### src/rtl/uart_rx_fifo.sv
// 8N1 UART receiver feeding a show-ahead byte FIFO; head byte visible the cycle after the stop-bit push.
// No backpressure on the line: a byte arriving while full (without a same-cycle pop) is dropped and flagged.
module uart_rx_fifo #(
    parameter int CLK_PER_HALF_BIT = 520,
    parameter int DEPTH_LOG2       = 4
) (
    input  logic                  clk,
    input  logic                  rst,
    input  logic                  rxd,
    input  logic                  rd_en,
    input  logic                  clr_err,
    output logic [7:0]            r_data,
    output logic                  receiver_valid,
    output logic [DEPTH_LOG2:0]   count,
    output logic                  ferr,
    output logic                  overrun
);

    localparam int DEPTH = 1 << DEPTH_LOG2;
    localparam int CNT_W = $clog2(2 * CLK_PER_HALF_BIT);
    localparam logic [CNT_W-1:0]    HALF_LAST = CNT_W'(CLK_PER_HALF_BIT - 1);
    localparam logic [CNT_W-1:0]    BIT_LAST  = CNT_W'(2 * CLK_PER_HALF_BIT - 1);
    localparam logic [DEPTH_LOG2:0] FULL_CNT  = (DEPTH_LOG2 + 1)'(DEPTH);

    typedef enum logic [2:0] {
        S_IDLE,
        S_START,
        S_DATA,
        S_STOP,
        S_BREAK
    } state_t;

    state_t                state_q, state_d;
    logic                  rx_meta_q, rx_meta_d;
    logic                  rxs_q, rxs_d;
    logic [CNT_W-1:0]      cnt_q, cnt_d;
    logic [2:0]            idx_q, idx_d;
    logic [7:0]            shift_q, shift_d;
    logic [DEPTH_LOG2-1:0] wr_ptr_q, wr_ptr_d;
    logic [DEPTH_LOG2-1:0] rd_ptr_q, rd_ptr_d;
    logic [DEPTH_LOG2:0]   count_q, count_d;
    logic                  ferr_q, ferr_d;
    logic                  overrun_q, overrun_d;
    logic [7:0]            mem_q [DEPTH];
    logic [7:0]            mem_d [DEPTH];

    logic push;
    logic frame_err;
    logic full;
    logic pop;
    logic push_ok;
    logic drop;

    always_comb begin
        rx_meta_d = rxd;
        rxs_d     = rx_meta_q;
    end

    // Receive FSM: all counting restarts at zero on every state change.
    always_comb begin
        state_d   = state_q;
        cnt_d     = cnt_q;
        idx_d     = idx_q;
        shift_d   = shift_q;
        push      = 1'b0;
        frame_err = 1'b0;
        case (state_q)
            S_IDLE: begin
                if (!rxs_q) begin
                    state_d = S_START;
                    cnt_d   = '0;
                end
            end
            S_START: begin
                if (cnt_q == HALF_LAST) begin
                    cnt_d   = '0;
                    idx_d   = 3'd0;
                    state_d = rxs_q ? S_IDLE : S_DATA;
                end else begin
                    cnt_d = cnt_q + 1'b1;
                end
            end
            S_DATA: begin
                if (cnt_q == BIT_LAST) begin
                    cnt_d          = '0;
                    shift_d[idx_q] = rxs_q;
                    if (idx_q == 3'd7) begin
                        state_d = S_STOP;
                    end else begin
                        idx_d = idx_q + 1'b1;
                    end
                end else begin
                    cnt_d = cnt_q + 1'b1;
                end
            end
            S_STOP: begin
                if (cnt_q == BIT_LAST) begin
                    cnt_d = '0;
                    if (rxs_q) begin
                        push    = 1'b1;
                        state_d = S_IDLE;
                    end else begin
                        frame_err = 1'b1;
                        state_d   = S_BREAK;
                    end
                end else begin
                    cnt_d = cnt_q + 1'b1;
                end
            end
            S_BREAK: begin
                if (rxs_q) begin
                    state_d = S_IDLE;
                end
            end
            default: begin
                state_d = S_IDLE;
            end
        endcase
    end

    // When full, a same-cycle pop vacates the head slot, which is exactly where wr_ptr points.
    always_comb begin
        full      = (count_q == FULL_CNT);
        pop       = rd_en && (count_q != '0);
        push_ok   = push && (!full || pop);
        drop      = push && full && !pop;
        wr_ptr_d  = wr_ptr_q;
        rd_ptr_d  = rd_ptr_q;
        count_d   = count_q;
        mem_d     = mem_q;
        if (push_ok) begin
            mem_d[wr_ptr_q] = shift_q;
            wr_ptr_d        = wr_ptr_q + 1'b1;
        end
        if (pop) begin
            rd_ptr_d = rd_ptr_q + 1'b1;
        end
        case ({push_ok, pop})
            2'b10:   count_d = count_q + 1'b1;
            2'b01:   count_d = count_q - 1'b1;
            default: count_d = count_q;
        endcase
        ferr_d    = (ferr_q && !clr_err) || frame_err;
        overrun_d = (overrun_q && !clr_err) || drop;
    end

    always_ff @(posedge clk or posedge rst) begin
        if (rst) begin
            state_q   <= S_IDLE;
            rx_meta_q <= 1'b1;
            rxs_q     <= 1'b1;
            cnt_q     <= '0;
            idx_q     <= 3'd0;
            shift_q   <= 8'h00;
            wr_ptr_q  <= '0;
            rd_ptr_q  <= '0;
            count_q   <= '0;
            ferr_q    <= 1'b0;
            overrun_q <= 1'b0;
            mem_q     <= '{default: 8'h00};
        end else begin
            state_q   <= state_d;
            rx_meta_q <= rx_meta_d;
            rxs_q     <= rxs_d;
            cnt_q     <= cnt_d;
            idx_q     <= idx_d;
            shift_q   <= shift_d;
            wr_ptr_q  <= wr_ptr_d;
            rd_ptr_q  <= rd_ptr_d;
            count_q   <= count_d;
            ferr_q    <= ferr_d;
            overrun_q <= overrun_d;
            mem_q     <= mem_d;
        end
    end

    assign receiver_valid = (count_q != '0);
    assign r_data         = receiver_valid ? mem_q[rd_ptr_q] : 8'h00;
    assign count          = count_q;
    assign ferr           = ferr_q;
    assign overrun        = overrun_q;

endmodule
### config.mk
export PLATFORM = sky130hd
export DESIGN_NAME = uart_rx_fifo
export DESIGN_NICKNAME = d
export VERILOG_FILES = /design/src/rtl/uart_rx_fifo.sv
export SDC_FILE = /design/constraint.sdc
export NUM_CORES = 1
export LEC_CHECK = 0
export ABC_AREA = 1
export CORE_MARGIN = 8
export CORE_UTILIZATION = 58
export DETAILED_ROUTE_END_ITERATION = 12
export PLACE_DENSITY = 0.72
export SLEW_MARGIN = 5
export SYNTH_ARGS = -nofsm -noshare
export SYNTH_HDL_FRONTEND = slang
export SYNTH_SLANG_ARGS = --single-unit
### constraint.sdc
create_clock -name clk -period 15.6 [get_ports clk]
set_clock_uncertainty 0.1 [all_clocks]
set_input_delay 3.12 -clock clk [delete_from_list [all_inputs] [get_ports clk]]
set_output_delay 3.12 -clock clk [all_outputs]
set_load 0.01 [all_outputs]
Word level (Yosys, flattened, before mapping)
Cells that the tools add are included.
{"block": "classes", "bitwise": 2, "n_eq_ne": 17, "magnitude_cmp": 5, "muxes": 34, "reduce_logical": 24, "n_addsub": 6}
{"cell": "$bwmux W128", "n": 1}
{"cell": "$mux W11", "n": 3}
{"cell": "$pmux W11 S3", "n": 1}
{"cell": "$bmux W8 S4", "n": 1}
{"cell": "$demux W8 S4", "n": 1}
{"cell": "$mux W8", "n": 4}
{"cell": "$mux W3", "n": 10}
{"cell": "$pmux W3 S5", "n": 1}
{"cell": "$ne A2 B2 Y1 const B", "n": 7}
{"cell": "$add A11 B1 Y11 const B", "n": 1}
{"cell": "$eq A11 B10 Y1 const B", "n": 1}
{"cell": "$eq A11 B11 Y1 const B", "n": 1}
{"cell": "$ge A5 B5 Y1 const B", "n": 2}
{"cell": "$not A4 Y5", "n": 2}
{"cell": "$pmux W5 S2", "n": 1}
{"cell": "$add A4 B1 Y4 const B", "n": 2}
{"cell": "$bwmux W8", "n": 1}
{"cell": "$logic_and A1 B1 Y1", "n": 8}
{"cell": "$mux W1", "n": 7}
{"cell": "$eq A3 B2 Y1 const B", "n": 2}
{"cell": "$eq A3 B3 Y1 const B", "n": 2}
{"cell": "$pmux W3 S2", "n": 1}
{"cell": "$reduce_and A6 Y1", "n": 1}
{"cell": "$add A5 B1 Y5 const B", "n": 1}
{"cell": "other kinds (20)", "n": 26}
{"block": "totals", "out_inout_bits": 16, "inputBits": 5, "reg_bits": 170, "wordCells": 115}

Depth between registers and ports, before layout
{"block": "depth", "word_depth": 6, "ltp_mapped": 19, "ltp_nobuf": 17}

Worst setup path after synthesis
No wires, ideal clock.
{"block": "synth_path", "path_type": "input-to-reg", "start": "in rd_en", "end": "reg count_q[4] (netlist: count[4])", "required_time_ns": 15.383, "cell_stages": 17, "path_buffers": 2, "setup_ns": 0.117, "slack_ns": 10.471, "arrival_ns": 4.913, "path_cell_list": "inv_1 -> nand2_1 -> nor2_1 -> nor2_4 -> buf_4 -> buf_4 -> inv_1 -> ha_1 -> xor2_1 -> ha_1 -> inv_1 -> nand2_1 -> nand3_1 -> nand3_1 -> nand2_1 -> nand2_1 -> nand2_1"}
{"block": "synth_between", "elab_chain_cells": 5, "elab_cells_between_ends": 7, "classes_between": "eq/ne (2); mux (1); reduce/logical (4)"}
{"element": "from (decl)", "line": "10", "text": "input logic rd_en,"}
{"element": "$logic_and A1 B1 Y1 (*)", "line": "124", "text": "pop = rd_en && (count_q != '0);"}
{"element": "$logic_or A1 B1 Y1", "line": "125", "text": "push_ok = push && (!full || pop);"}
{"element": "$logic_and A1 B1 Y1", "line": "125"}
{"element": "$eq A2 B1 Y1 / $eq A2 B2 Y1 (equally long branches)", "line": "138", "text": "case ({push_ok, pop})"}
{"element": "$pmux W5 S2 / $reduce_bool A2 Y1 (equally long branches)"}
{"element": "to (signal assigned)", "line": "170", "text": "count_q <= count_d;"}
{"element": "to (decl)", "line": "41", "text": "logic [DEPTH_LOG2:0] count_q, count_d;"}
Mark *: on every way between the ends. The rest lies on a longest branch, timed or not.
A chain may end at the register's enable or synchronous reset.

Worst setup path after layout
{"block": "layout_path", "start": "reg rd_ptr_q[0]", "end": "out r_data[5]"}
{"block": "layout_between", "elab_chain_cells": 5}
{"element": "from (decl)", "line": "40", "text": "logic [DEPTH_LOG2-1:0] rd_ptr_q, rd_ptr_d;"}
{"element": "from (signal assigned)", "line": "169", "text": "rd_ptr_q <= rd_ptr_d;"}
{"element": "$not A4 Y5 (not written as such)", "line": "178", "text": "assign r_data = receiver_valid ? mem_q[rd_ptr_q] : 8'h00;"}
{"element": "$bmux W8 S4", "line": "178"}
{"element": "$mux W8 (not written as such) (2 in a row)", "line": "178"}
{"element": "$mux W8", "line": "178"}
{"element": "to (decl)", "line": "12", "text": "output logic [7:0] r_data,"}
Every way passes these cells. The select of a mux whose other input is x is not followed.

==> impl_results.md <==
- Outcome: finished, final reports clean
- Worst EP arrival: 3.40 ns
- Routed WL per cell: 17.40 um
- CTS Buf Count: 17
- Most common cell in the synthesized netlist: nand2_1
- Critical path capture point: r_data[5]
- Clk slew on worst S/H paths: 0.06 ns
- Post-CTS Hold Fix Bufs: 0
- Switching pwr: 0.0004167 W
- Total number of vias: 8070
- Post-synth top cells: nand2_1, dfrtp_1, nand4_1
- Placer Congestion: 0.8497
- Worst setup EP type: output port
- Min-Delay Path Class: reg -> reg
- Total Neg Setup Slack: 0 ns
- Lkg Pwr: 4.927 nW
- Core region area: 15260 um^2
- Ratio of cells with drive above 1 in the final layout: 6.186%
- Input/output buffers: 20
- # nets final: 1167
- Resize count post-CTS: 0
- Comb power frac: 26.5%
- Pwr/cell area: 127.4 nW/um^2
- Yosys reg bits: 170
- IO Pins: 21
- Worst setup startpoint: rd_ptr_q[0]
- Avg Cell Area, Syn: 7.643 um^2
- Peak supply drop: 0.1054 mV
- Root buf cell: clkbuf_16
- Int Pwr: 0.0008407 W
- Die Wd: 141.0 um
- Leading area contributor after synthesis: dfrtp_1
- Slew Limit Headroom: 26.92%
- Setup CP Type: reg -> out
- Final setup margin: 8.983 ns
- Pins Over Slew Limit: 0
- Routed WL: 23930 um
- Multi-input gate area: 4232 um^2
- First-pass GRT wire length: 39930 um
- Primary FF master, synth: dfrtp_1
- DR vias/cell: 5.869
- Setup repair bufs after CTS: 0
- Synthesized area: 9065 um^2
- Clock power share: 35.7%
- Layout fillers: 1331
- Netlist cell types: 30
- Worst Max-Slew Pin Slew: 1.095 ns
- Area grow syn2layout: 8.847%
- Largest net degree at the start of global routing: 108
- DP HPWL: 14320 um
- Peak Freq: 151.1 MHz
- First-pass DRT Iterations: 5
- Final instance area: 9867 um^2
- Worst r2r src: cnt_q[1]
- Required time worst endpoint: 12.38 ns
- Sequential standard cell area: 4258 um^2
- Sequential share of the synthesized area: 46.96%
- FP Rows: 45
- Antenna-violating nets left: 0
- Reg2reg end: mem_q[91]
- R2R setup slack: 11.94 ns
- Placed cell areas: 9244 um^2
- RSZ-0062 raised after global routing: false
- Maxcap violations: 0
- Clock latency on the worst-skew pair: 0.44 ns
- CTS tree: done
- Clock Sinks: 170
- Die ar.: 19890 um^2
- CTS Buffer Depth: 2
- Number of synthesized flops with an enable pin: 0
- H-Tree Depth: 4
- Gr usage total: 25.16%
- Ys Warns: 0
- Syn_nets: 1202
- Final period util: 42.42%
- DR DRC count: 0
- Critical path startpoint category: flop
- N_diodes: 0
- CP Max Fanout: 67
- Synth top area cells: dfrtp_1, nand2_1, nand4_1
- Vias in the first global route: 7692
- Synth top area share: 46.38%
- Global route overflow: 0
- Initial DRC count: 719
- Initial antenna violation count: 0
- Post-place setup slack: 9.356 ns
- R2R cell count: 10
- Worst hold slack: 0.2632 ns
- Cell count after synthesis: 1186
- DIE HEIGHT: 141.0 um
- Post-synth ARST share: 100.0%
- Sequential Power Share: 37.8%
- Final Critical Period: 6.617 ns
- Initial Util: 59.41%
- Switching share of total power: 33.14%
- Final hold vios: 0
- Setup violators final: 0
through the flow:
step | util, % | cells | total power (W)
4_1_cts | 64.67 | 1375 | 0.001261
3_3_place_gp | 60.58 | 1343 | 0.0008111
6_report | 64.67 | 1375 | 0.001257
2_1_floorplan | - | 1186 | 0.0007008
5_1_grt | 64.67 | 1375 | 0.001316
3_5_place_dp | 60.58 | 1343 | 0.0008157
worst min path at each step:
| stage | from | endpoint | slack, ns | depth (start not counted) |
|---|---|---|---|---|
| after detailed placement | rx_meta_q | rxs_q | 0.25 | 0 |
| after global routing | rx_meta_q | rxs_q | 0.26 | 0 |
| after global placement | rx_meta_q | rxs_q | 0.25 | 0 |
| final | rx_meta_q | rxs_q | 0.26 | 0 |
| after CTS | rx_meta_q | rxs_q | 0.26 | 0 |
| after floorplan | rx_meta_q | rxs_q | 0.25 | 0 |
worst max-delay path, stage by stage (launching register included):
cell	delay (ns)
dfrtp_2	0.39
buf_4	0.32
inv_2	0.38
buf_4	0.48
nand2_1	0.09
nand3_1	0.08
nand3_1	0.12
nand2_1	0.11
nand2_1	0.05
a21oi_1	0.28
clkdlybuf4s50_1	0.60
sequential cells by signal (all words and copies together), names as in the netlist:
signal and cells:
mem_q 128, cnt_q 11, shift_q 8, count 5, rd_ptr_q 4, wr_ptr_q 4, idx_q 3, state_q 3
ferr 1, overrun 1, rx_meta_q 1, rxs_q 1
cells by family (layout without fill, tap and decap cells):
logic type,after synthesis,in the layout,synth area share [%]
XOR/XNOR,14,14,1.353
flip-flops,170,170,46.96
AO/OA/AOI/OAI,43,43,2.581
buffers and inverters,136,114,6.390
AND/OR/NAND/NOR,812,812,41.20
adder cells (fa/ha/maj),11,11,1.518
layer usage:
metal	wire, um	track usage [%]	share of wire, %
met5	0	0	0
met3	1579	4.558	6.6
met1	10590	34.34	44
met4	706	10.63	3.0
met2	11050	38.69	46
final cells by class:
cell class                 instances  area share (%)
clock inverter                    10           1.408
timing repair buffer              34           3.094
tap                              211           2.676
multi-input combinational        880           42.89
inverter                          48           1.877
sequential                       170           43.15
clock buffer                      22           4.907
power groups by stage:
stage / Sequential (W) / Clock, W / Combinational, W
final: 0.000476 / 0.000449 / 0.000333
after global routing: 0.000477 / 0.000470 / 0.000369
after CTS: 0.000475 / 0.000452 / 0.000334
after detailed placement: 0.000483 / 0 / 0.000332
after global placement: 0.000483 / 0 / 0.000328
after floorplan: 0.000475 / 0 / 0.000226
layout by cell type, fill, tap and decap left out, drive strengths merged:
cell	Yosys	routed
nand2	500	500
dfrtp	168	168
nand3	138	138
nand4	134	134
inv	45	46
nor2	37	37
o21ai	24	24
clkbuf	48	22
clkdlybuf4s50	0	20
buf	40	14
xor2	11	11
ha	11	11
a21oi	9	9
clkinv	3	5
clkinvlp	0	4
xnor2	3	3
o22ai	3	3
bufinv	0	3
a21boi	2	2
o211ai	2	2
a31oi	2	2
dfstp	2	2
nor3	2	2
nand3b	1	1
o21bai	1	1
No activity file was read; power rests on OpenSTA's default activity.
